[config.mk]
export PLATFORM = sky130hd
export DESIGN_NAME = fht_frame_ctrl
export DESIGN_NICKNAME = d
export VERILOG_FILES = /design/src/rtl/fht_frame_ctrl.sv
export SDC_FILE = /design/constraint.sdc
export NUM_CORES = 1
export LEC_CHECK = 0
export CAP_MARGIN = 0
export CORE_MARGIN = 10
export CORE_UTILIZATION = 46
export DETAILED_ROUTE_END_ITERATION = 12
export GPL_TIMING_DRIVEN = 0
export PLACE_DENSITY = 0.81
export SLEW_MARGIN = 20
export SYNTH_ARGS = -nofsm -noshare
export SYNTH_HDL_FRONTEND = slang
export SYNTH_SLANG_ARGS = --single-unit
[constraint.sdc]
create_clock -name iCLK -period 2.66 [get_ports iCLK]
set_clock_uncertainty 0.15 [all_clocks]
set_input_delay 0.665 -clock iCLK [delete_from_list [all_inputs] [get_ports iCLK]]
set_output_delay 0.665 -clock iCLK [all_outputs]
set_load 0.05 [all_outputs]
[src/rtl/fht_frame_ctrl.sv]
// Frame sequencer in front of fht_top: loads N samples into the four FHT banks, starts the FHT,
// waits for ready and streams the N result words out. Optional macro FHT_FRAME_DROP_EN adds oDROP_CNT.
module fht_frame_ctrl #(
    parameter int N      = 1024,
    parameter int A_W    = 8,
    parameter int D_W    = 16,
    parameter int RD_LAT = 2,
    parameter int GUARD  = 2
) (
    input  logic             iCLK,
    input  logic             iRESET,
    input  logic [D_W-2:0]   iS_DATA,
    input  logic             iS_VALID,
    output logic             oS_READY,
    output logic [D_W-2:0]   oFHT_DATA,
    output logic [A_W-1:0]   oFHT_ADDR_WR,
    output logic [3:0]       oFHT_WE,
    output logic             oFHT_START,
    input  logic             iFHT_RDY,
    output logic [A_W-1:0]   oFHT_ADDR_RD,
    input  logic [D_W-1:0]   iFHT_DATA_0,
    input  logic [D_W-1:0]   iFHT_DATA_1,
    input  logic [D_W-1:0]   iFHT_DATA_2,
    input  logic [D_W-1:0]   iFHT_DATA_3,
    output logic [D_W-1:0]   oM_DATA,
    output logic             oM_VALID,
    output logic             oM_LAST,
    output logic             oBUSY
`ifdef FHT_FRAME_DROP_EN
    ,
    output logic [15:0]      oDROP_CNT
`endif
);

    // state   | meaning
    // LOAD    | accept samples, write them into the banks
    // START   | start pulse, coincident with the last write
    // GUARD   | ignore ready for GUARD cycles after start
    // WAIT    | wait for FHT ready
    // READ    | issue N read addresses
    // DRAIN   | let the read pipeline empty up to the last word

    localparam int LOG_N = A_W + 2;
`ifdef FHT_FRAME_DROP_EN
    localparam bit DROP_EN = 1'b1;
`else
    localparam bit DROP_EN = 1'b0;
`endif

    typedef enum logic [2:0] {S_LOAD, S_START, S_GUARD, S_WAIT, S_READ, S_DRAIN} state_t;

    state_t           state;
    logic [LOG_N-1:0] s;
    logic [LOG_N-1:0] r;
    logic [7:0]       guard_cnt;
    logic [RD_LAT-1:0] v_pipe;
    logic [RD_LAT-1:0] last_pipe;
    logic [1:0]       sel_pipe [RD_LAT];
    logic [D_W-1:0]   rd_word;
    logic [1:0]       bank;
    logic             accept;
    logic [15:0]      drop_cnt;

    // The FHT expects the bank index of each quarter frame bit-reversed.
    assign bank         = {s[A_W], s[A_W+1]};
    assign accept       = iS_VALID && oS_READY && (state == S_LOAD);
    assign oFHT_ADDR_RD = r[A_W-1:0];
    assign oBUSY        = (state != S_LOAD);

    always_comb begin
        rd_word = iFHT_DATA_0;
        case (sel_pipe[RD_LAT-1])
            2'd1:    rd_word = iFHT_DATA_1;
            2'd2:    rd_word = iFHT_DATA_2;
            2'd3:    rd_word = iFHT_DATA_3;
            default: rd_word = iFHT_DATA_0;
        endcase
    end

    always_ff @(posedge iCLK or negedge iRESET) begin
        if (!iRESET) begin
            state        <= S_LOAD;
            s            <= '0;
            r            <= '0;
            guard_cnt    <= '0;
            v_pipe       <= '0;
            last_pipe    <= '0;
            for (int k = 0; k < RD_LAT; k++) sel_pipe[k] <= '0;
            oS_READY     <= 1'b1;
            oFHT_DATA    <= '0;
            oFHT_ADDR_WR <= '0;
            oFHT_WE      <= '0;
            oFHT_START   <= 1'b0;
            oM_DATA      <= '0;
            oM_VALID     <= 1'b0;
            oM_LAST      <= 1'b0;
            drop_cnt     <= '0;
        end else begin
            oFHT_WE    <= '0;
            oFHT_START <= 1'b0;

            // Bank select, valid and last travel alongside the RAM read latency.
            v_pipe[0]    <= (state == S_READ);
            last_pipe[0] <= (state == S_READ) && (r == LOG_N'(N-1));
            sel_pipe[0]  <= r[LOG_N-1:A_W];
            for (int k = 1; k < RD_LAT; k++) begin
                v_pipe[k]    <= v_pipe[k-1];
                last_pipe[k] <= last_pipe[k-1];
                sel_pipe[k]  <= sel_pipe[k-1];
            end
            oM_VALID <= v_pipe[RD_LAT-1];
            oM_LAST  <= last_pipe[RD_LAT-1];
            if (v_pipe[RD_LAT-1]) oM_DATA <= rd_word;

            if (DROP_EN && iS_VALID && (state != S_LOAD) && (drop_cnt != 16'hFFFF))
                drop_cnt <= drop_cnt + 16'd1;

            case (state)
                S_LOAD: begin
                    if (accept) begin
                        oFHT_DATA    <= iS_DATA;
                        oFHT_ADDR_WR <= s[A_W-1:0];
                        oFHT_WE      <= 4'b0001 << bank;
                        if (s == LOG_N'(N-1)) begin
                            s          <= '0;
                            oFHT_START <= 1'b1;
                            oS_READY   <= DROP_EN;
                            drop_cnt   <= '0;
                            state      <= S_START;
                        end else begin
                            s <= s + 1'b1;
                        end
                    end
                end
                S_START: begin
                    guard_cnt <= 8'(GUARD - 1);
                    state     <= S_GUARD;
                end
                S_GUARD: begin
                    if (guard_cnt == '0) state <= S_WAIT;
                    else guard_cnt <= guard_cnt - 8'd1;
                end
                S_WAIT: begin
                    if (iFHT_RDY) begin
                        r     <= '0;
                        state <= S_READ;
                    end
                end
                S_READ: begin
                    if (r == LOG_N'(N-1)) begin
                        r     <= '0;
                        state <= S_DRAIN;
                    end else begin
                        r <= r + 1'b1;
                    end
                end
                S_DRAIN: begin
                    if (oM_LAST) begin
                        oS_READY <= 1'b1;
                        state    <= S_LOAD;
                    end
                end
                default: state <= S_LOAD;
            endcase
        end
    end

`ifdef FHT_FRAME_DROP_EN
    assign oDROP_CNT = drop_cnt;
`endif

endmodule

# Yosys cells after proc, flatten, opt, wreduce, memory -nomap -nowiden
# Cells that the tools add are included.
# totals
mem_bits_rw	0
ff_bits	86
wordCells	74
mem_bits_ro	0
in_bits	83
output_inout_bits	56
n_memories	0
latch_bits	0
# classes
bitwise	0
reduce_logical	14
addsub	3
mul	0
muxes	23
div	0
order_cmp	0
n_eq_ne	17
shift	1
# op_table
op	count
16-bit one-hot mux with 3 select lines	1
10-bit two-way mux	3
10-bit by 1-bit adder with 10-bit output, second input constant	2
10-bit == test, second input constant	2
10-bit one-hot mux with 2 select lines	1
3-bit two-way mux	6
3-bit one-hot mux with 6 select lines	1
8-bit one-hot mux with 2 select lines	1
2-bit != test, second input constant	5
8-bit logical NOT	1
4-bit two-way mux	2
8-bit two-way mux	1
8-bit by 1-bit subtractor with 8-bit output, second input constant	1
3-bit by 2-bit == test with 1-bit output, second input constant	2
3-bit == test, second input constant	2
1-bit two-way mux	6
2-bit AND reduction	3
6-bit AND reduction	1
2-bit nonzero test	3
2-bit == test, second input constant	2
2-bit by 1-bit != test with 1-bit output, second input constant	2
4-bit AND reduction	1
1-bit by 2-bit left shift with 4-bit output, first input constant	1
3-bit by 1-bit == test with 1-bit output, second input constant	1
5 further kinds	7

# Depth between registers and ports, before layout
# Gate-level depths: netlist of run 1.
# logic_depth
word_depth	4
mapped_depth	7
mapped_depth_nobuf	6

# Least setup slack after synthesis of run 1
# No wires, ideal clock.
# synth_timing
path_type	flip-flop to flip-flop
from	register state[1]
to	register s[8]
n_path_buf	2
stages_incl_launch_ff	7
arrival_time_ns	1.983
path_slack_ns	0.402
setup_ns	0.125
synth_period_minus_slack_ns	2.258
required_time_ns	2.385
cell_sequence	dfrtp_1 or3_1 buf_2 or2_1 clkbuf_1 or4_4 xnor2_2
# synth_between
elab_chain_len	3
# synth_lines
item	line_no	source
from (decl)	52	state_t state;
from (signal assigned)	82	state <= S_LOAD;
from (signal assigned)	129	state <= S_START;
from (signal assigned)	137	state <= S_GUARD;
3-bit logical NOT *	66, 118	
1-bit logical AND	66	assign accept = iS_VALID && oS_READY && (state == S_LOAD);
2-bit AND reduction (no source line) *	n/a	
to (signal assigned)	131	s <= s + 1'b1;
to (decl)	53	logic [LOG_N-1:0] s;
# Mark *: on every way between the ends. The rest lies on a longest branch, timed or not.
# A chain may end at the register's enable or synchronous reset.

# Worst setup path in the final report of run 1
# layout_timing
from	register r[6]
to	output port oFHT_ADDR_RD[6]
# layout_rtl
item	line_no	source
from (decl)	54	logic [LOG_N-1:0] r;
from (signal assigned)	154	r <= r + 1'b1;
to (decl)	20	output logic [A_W-1:0] oFHT_ADDR_RD,
# No word-level cell between the ends.

==> results of run 1 <==
-- kinds of logic after synthesis --
logic type | count (synthesis) | share of synthesized area [%]
multiplexers | 35 | 14.11
flip-flops | 86 | 53.15
XOR/XNOR | 7 | 1.699
AO/OA/AOI/OAI | 47 | 7.011
buffers and inverters | 37 | 4.447
AND/OR/NAND/NOR | 155 | 18.35
adder cells (fa/ha/maj) | 4 | 1.235
-- area by class of cell --
cell class	count	area share (%)
clock buffers	12	2.503
multi-input cells	248	29.62
well taps	108	2.330
flip-flops and latches	86	37.13
clock inverters	4	1.208
plain buffers	28	2.524
repair buffers	139	24.10
inverters	9	0.5825
-- critical path: cells and delay by family (launching register included) --
kind                   cells  cell delay, ns
buffers and inverters      2            0.94
flip-flops                 1            0.48
-- final timing paths --
| check | startpoint | slack (ns) | end |
|---|---|---|---|
| setup / recovery | r[6] | 0.08 | oFHT_ADDR_RD[6] |
| hold / removal | iRESET | 0.15 | oFHT_DATA[2] |
| setup reg to reg | state[0] | 0.36 | r[2] |
| hold reg to reg | sel_pipe[3] | 0.21 | sel_pipe[1] |
| max in group asynchronous | iRESET | 1.59 | state[1] |
| min in group iCLK | sel_pipe[3] | 0.21 | sel_pipe[1] |
-- layer usage --
layer | wire length [microns] | GRT usage (%) | part of all wire [%]
met5 | 0 | 0 | 0
met4 | 138 | 4.845 | 1.3
met3 | 761 | 4.724 | 7.1
met2 | 5245 | 26.77 | 49
met1 | 4546 | 20.12 | 43
-- layout by cell type, fill, tap and decap left out, types with 2 or more instances in the layout --
| master | instances |
|---|---|
| buf_2 | 3 |
| nor3_1 | 6 |
| nand3_1 | 12 |
| clkinv_2 | 2 |
| nor3b_1 | 4 |
| o21ai_0 | 19 |
| nor2_1 | 12 |
| clkbuf_1 | 18 |
| o211ai_1 | 2 |
| nand2b_1 | 4 |
| mux2i_1 | 2 |
| a211oi_1 | 2 |
| nand2_1 | 85 |
| a211o_1 | 3 |
| and4_1 | 4 |
| a31oi_1 | 4 |
| clkbuf_8 | 10 |
| mux4_2 | 16 |
| nor4_1 | 3 |
| dfrtp_1 | 85 |
| a21oi_1 | 10 |
| bufinv_16 | 2 |
| xnor2_1 | 6 |
| or3_1 | 3 |
| inv_1 | 9 |
| ha_1 | 4 |
| and3_1 | 4 |
| nand4_1 | 6 |
| mux2_2 | 17 |
| or4_1 | 3 |
| clkdlybuf4s50_1 | 136 |
| or3b_2 | 2 |
| buf_4 | 9 |
-- report_power, final --
group / internal [mW] / switching [mW]
combinational: 0.270 / 0.333
sequential: 1.39 / 0.0806
clock: 0.553 / 0.438
total: 2.22 / 0.852
-- per-stage QoR --
stage | total power, mW | setup TNS (ns) | utilization (%)
2_1_floorplan | 1.805 | 0 | -
3_5_place_dp | 2.111 | 0 | 64.68
4_1_cts | 3.100 | 0 | 67.15
6_report | 3.067 | 0 | 67.15
5_1_grt | 3.211 | 0 | 67.15
3_3_place_gp | 2.092 | -193.51 | 64.47
-- flip-flops by register name (all words and copies together), names as in the netlist, 2 cells and up --
signal and count:
oM_DATA 16, r 10, oFHT_DATA 15, guard_cnt 8, oFHT_ADDR_WR 8, sel_pipe 4, s 10, state 3
oFHT_WE 4, last_pipe 2, v_pipe 2
==> flow_summary.json, run 1 <==
{
  "syn_area_sq_um": 4051,
  "htreeDepth": 3,
  "worstSetupPathType": "reg2out",
  "tightestPinTransition_ns": 0.8903,
  "rsz0062_at_grt": "false",
  "critical-path-max-stage-delay_ns": 0.79,
  "globalplace.congestion": 0.8326,
  "hold_class": "in2async",
  "placed_area_sq_um": 5585,
  "setup_viol": 0,
  "required_ns": 1.85,
  "cp.arrival_ns": 1.77,
  "fin_crit_sh_pct": 97.08,
  "hold_buffers": 0,
  "yosysWarnings": 0,
  "cp-start-kind": "register",
  "antenna_found_initial": 0,
  "syn-num-nets": 458,
  "ioPinCount": 139,
  "drive_gt1_share_pct": 12.74,
  "synth.top_cells.by_count": "dfrtp_1 (85), nand2_1 (85), o21ai_0 (19), mux2_2 (17)",
  "numPortBuffers": 138,
  "synth_seq_cells": 86,
  "critPathMaxFanout": 8,
  "post_cts_buffers": 0,
  "std_cell_rows": 34,
  "setup_slack_ns": 0.07763,
  "cts_root_buffer": "clkbuf_8",
  "drt.antenna.violating_nets": 0,
  "leakage_nw": 2.629,
  "fin_area_sq_um": 5799,
  "multi_input_area_sq_um": 1718,
  "holdWs_ns": 0.1489,
  "ff2ff_path_depth": 6,
  "crit_chain": "buf_4, clkdlybuf4s50_1",
  "drc": 0,
  "via_per_inst": 5.257,
  "slew_headroom_pct": 40.10,
  "num_vias": 3333,
  "fmax_mhz": 387.2,
  "finalMaxSlewViolations": 0,
  "clk_pin_slew_ns": 0.08,
  "die_h_microns": 113.8,
  "cts_buffers": 9,
  "post-dp-hpwl_microns": 8272,
  "cts_tree": "built",
  "dr.first_iter.drc_count": 161,
  "drv_cap": 0,
  "n_fill_cell": 666,
  "yosysTopAreaCell": "dfrtp_1",
  "ys.flop_type": "dfrtp_1",
  "cp-end-kind": "output port",
  "dp_slack_ns": 0.07880,
  "layout.nets": 608,
  "antenna_cells": 0,
  "ctsResizeCount": 1,
  "wl_per_cell_microns": 16.86,
  "peakVddDrop_mv": 0.2923,
  "powerDensity_nw_per_um2": 528.8,
  "wl_microns": 10690,
  "die_area_sq_um": 12960,
  "period_minus_slack_ns": 2.582,
  "die_w_microns": 113.8,
  "yosysUniqueCellTypes": 46,
  "initial_core_util_pct": 46.91,
  "ctsLongestPathBuffers": 2,
  "grt_pass1_vias": 3383,
  "hold_viol": 0,
  "synthArstFlopShare_pct": 100.0,
  "core_region_area_sq_um": 8636,
  "status": "complete, no violations",
  "grtUsageTotal_pct": 16.21,
  "syn_avg_cell_area_sq_um": 10.92,
  "final_cell_count_no_fill": 634,
  "grt_max_degree": 45,
  "slowest_stage": "clkdlybuf4s50_1",
  "dr.pass1.iters": 4,
  "insertion_delay_ns": 0.35,
  "synth-edff-count": 0,
  "grt_first_pass_wirelength_microns": 17130,
  "ys_top_cells_by_area": "dfrtp_1 (53%), mux4_2 (8.9%), nand2_1 (7.9%)",
  "yosysSeqAreaShare_pct": 53.15,
  "syn_inst": 371,
  "clkSinkCount": 86,
  "dpl.cell_count": 618,
  "gr-total-overflow": 0,
  "regArea_sq_um": 2153,
  "areaGrowthSynthToFinish_pct": 43.14,
  "synth_top_area_share_pct": 52.50
}
(Power assumes the default switching activity.)
==> inputs of run 2 (changes only) <==
==> constraint.sdc (replaced) <==
create_clock -name iCLK -period 2.66 [get_ports iCLK]
set_clock_uncertainty 0.15 [all_clocks]
set_input_delay 0.665 -clock iCLK [delete_from_list [all_inputs] [get_ports iCLK]]
set_output_delay 0.665 -clock iCLK [all_outputs]
set_load 0.1 [all_outputs]
==> flow_summary.json, run 2 (synthesis results as in run 1) <==
{
  "status": "complete, no violations",
  "grt_first_pass_wirelength_microns": 17170,
  "crit_chain": "dlygate4sd2_1",
  "hold_viol": 0,
  "initial_core_util_pct": 46.91,
  "leakage_nw": 2.850,
  "hold_class": "in2async",
  "r2r_setup_slack_ns": 0.36,
  "post-dp-hpwl_microns": 8272,
  "clkSinkCount": 86,
  "rr_startpoint": "state[0]",
  "dr.pass1.iters": 4,
  "cp-end-kind": "output port",
  "die_h_microns": 113.8,
  "dp_slack_ns": -0.04579,
  "cp-start-kind": "register",
  "drive_gt1_share_pct": 13.12,
  "ioPinCount": 139,
  "num_vias": 3339,
  "rsz0062_at_grt": "false",
  "setup_viol": 0,
  "wl_per_cell_microns": 16.90,
  "via_per_inst": 5.267,
  "cp.arrival_ns": 1.77,
  "placed_area_sq_um": 5585,
  "grt_pass1_vias": 3381,
  "areaGrowthSynthToFinish_pct": 41.69,
  "powerDensity_nw_per_um2": 562.0,
  "path_delay_family": "buffers and inverters",
  "cts_tree": "built",
  "post_cts_buffers": 0,
  "fin_area_sq_um": 5741,
  "crit_start": "oS_READY",
  "die_area_sq_um": 12960,
  "antenna_cells": 0,
  "timing.rr.end": "r[2]",
  "worstSetupEndpoint": "oS_READY",
  "reg.largest.list": "oM_DATA: 16 flops, oFHT_DATA: 15 flops",
  "n_fill_cell": 683,
  "numPortBuffers": 138,
  "slowest_stage": "dlygate4sd2_1",
  "regArea_sq_um": 2153,
  "drv_cap": 0,
  "antenna_found_initial": 0,
  "drc": 0,
  "path_depth": 1,
  "die_w_microns": 113.8,
  "core_region_area_sq_um": 8636,
  "critical_path_buf_inv_count": 1,
  "grtUsageTotal_pct": 16.23,
  "cts_buffers": 9,
  "htreeDepth": 3,
  "worstSetupPathType": "reg2out",
  "layout.nets": 608,
  "globalplace.congestion": 0.8326,
  "peakVddDrop_mv": 0.3236,
  "multi_input_area_sq_um": 1718,
  "gr-total-overflow": 0,
  "finalMaxSlewViolations": 0,
  "period_minus_slack_ns": 2.589,
  "largest_register_ffs": 16,
  "holdWs_ns": 0.1481,
  "dr.first_iter.drc_count": 195,
  "largest-register": "oM_DATA",
  "setup_slack_ns": 0.07081,
  "insertion_delay_ns": 0.35,
  "fin_crit_sh_pct": 97.34,
  "clk_pin_slew_ns": 0.08,
  "ctsLongestPathBuffers": 2,
  "slew_headroom_pct": 32.19,
  "tightestPinTransition_ns": 1.021,
  "final_cell_mix": "nand2_1 (85), dfrtp_1 (85), clkdlybuf4s50_1 (81)",
  "wl_microns": 10720,
  "critical-path-max-stage-delay_ns": 0.88,
  "ff2ff_path_depth": 6,
  "fmax_mhz": 386.2,
  "std_cell_rows": 34,
  "cts_root_buffer": "clkbuf_8",
  "critPathMaxFanout": 4,
  "drt.antenna.violating_nets": 0,
  "required_ns": 1.85,
  "grt_max_degree": 45
}
==> run 2: worst min path at each step <==
stage / from / end / slack, ns
finish: iRESET / oFHT_DATA[2] / 0.15
global route: iRESET / oFHT_ADDR_WR[6] / 0.18
CTS: iRESET / oFHT_DATA[2] / 0.16
detailed placement: sel_pipe[2] / sel_pipe[0] / 0.19
global placement: sel_pipe[3] / sel_pipe[1] / 0.18
floorplan: last_pipe[0] / last_pipe[1] / 0.18
==> run 2: final cells by class <==
class                           instances  share of cell area [%]
Clock inverter                          4                   1.221
Sequential cell                        86                   37.51
Inverter                                9                  0.5885
Multi-Input combinational cell        248                   29.93
Timing Repair Buffer                  139                   23.32
Tap cell                              108                   2.354
Buffer                                 28                   2.550
Clock buffer                           12                   2.528
==> run 2: what timing repair did <==
item                                   4_1_cts  5_1_grt
hold buffers                                 0        0
setup endpoints to repair                   52        8
endpoints found under the hold margin        0        0
resized for setup                           52       10
==> run 2: layer usage <==
metal | global-route usage, % | vias up | share of wire [%]
met4 | 4.845 | 0 | 1.3
met3 | 4.462 | 10 | 7.2
met1 | 20.35 | 1604 | 43
met2 | 26.77 | 124 | 49
met5 | 0 | - | 0
li1 | - | 1601 | -
==> run 2: report_power, final <==
part | internal (mW) | total, mW | switching (mW)
sequential | 1.39 | 1.47 | 0.0782
clock | 0.553 | 0.991 | 0.438
combinational | 0.234 | 0.765 | 0.531
==> run 2: per-stage QoR <==
| stage | util (%) | TNS [ns] | power (mW) | instances |
|---|---|---|---|---|
| CTS | 66.42 | -0.1050 | 3.259 | 634 |
| floorplan | - | 0 | 1.998 | 371 |
| detailed placement | 64.68 | -0.04579 | 2.308 | 618 |
| global route | 66.47 | 0 | 3.370 | 634 |
| finish | 66.47 | 0 | 3.226 | 634 |
| global placement | 64.47 | -193.55 | 2.289 | 617 |
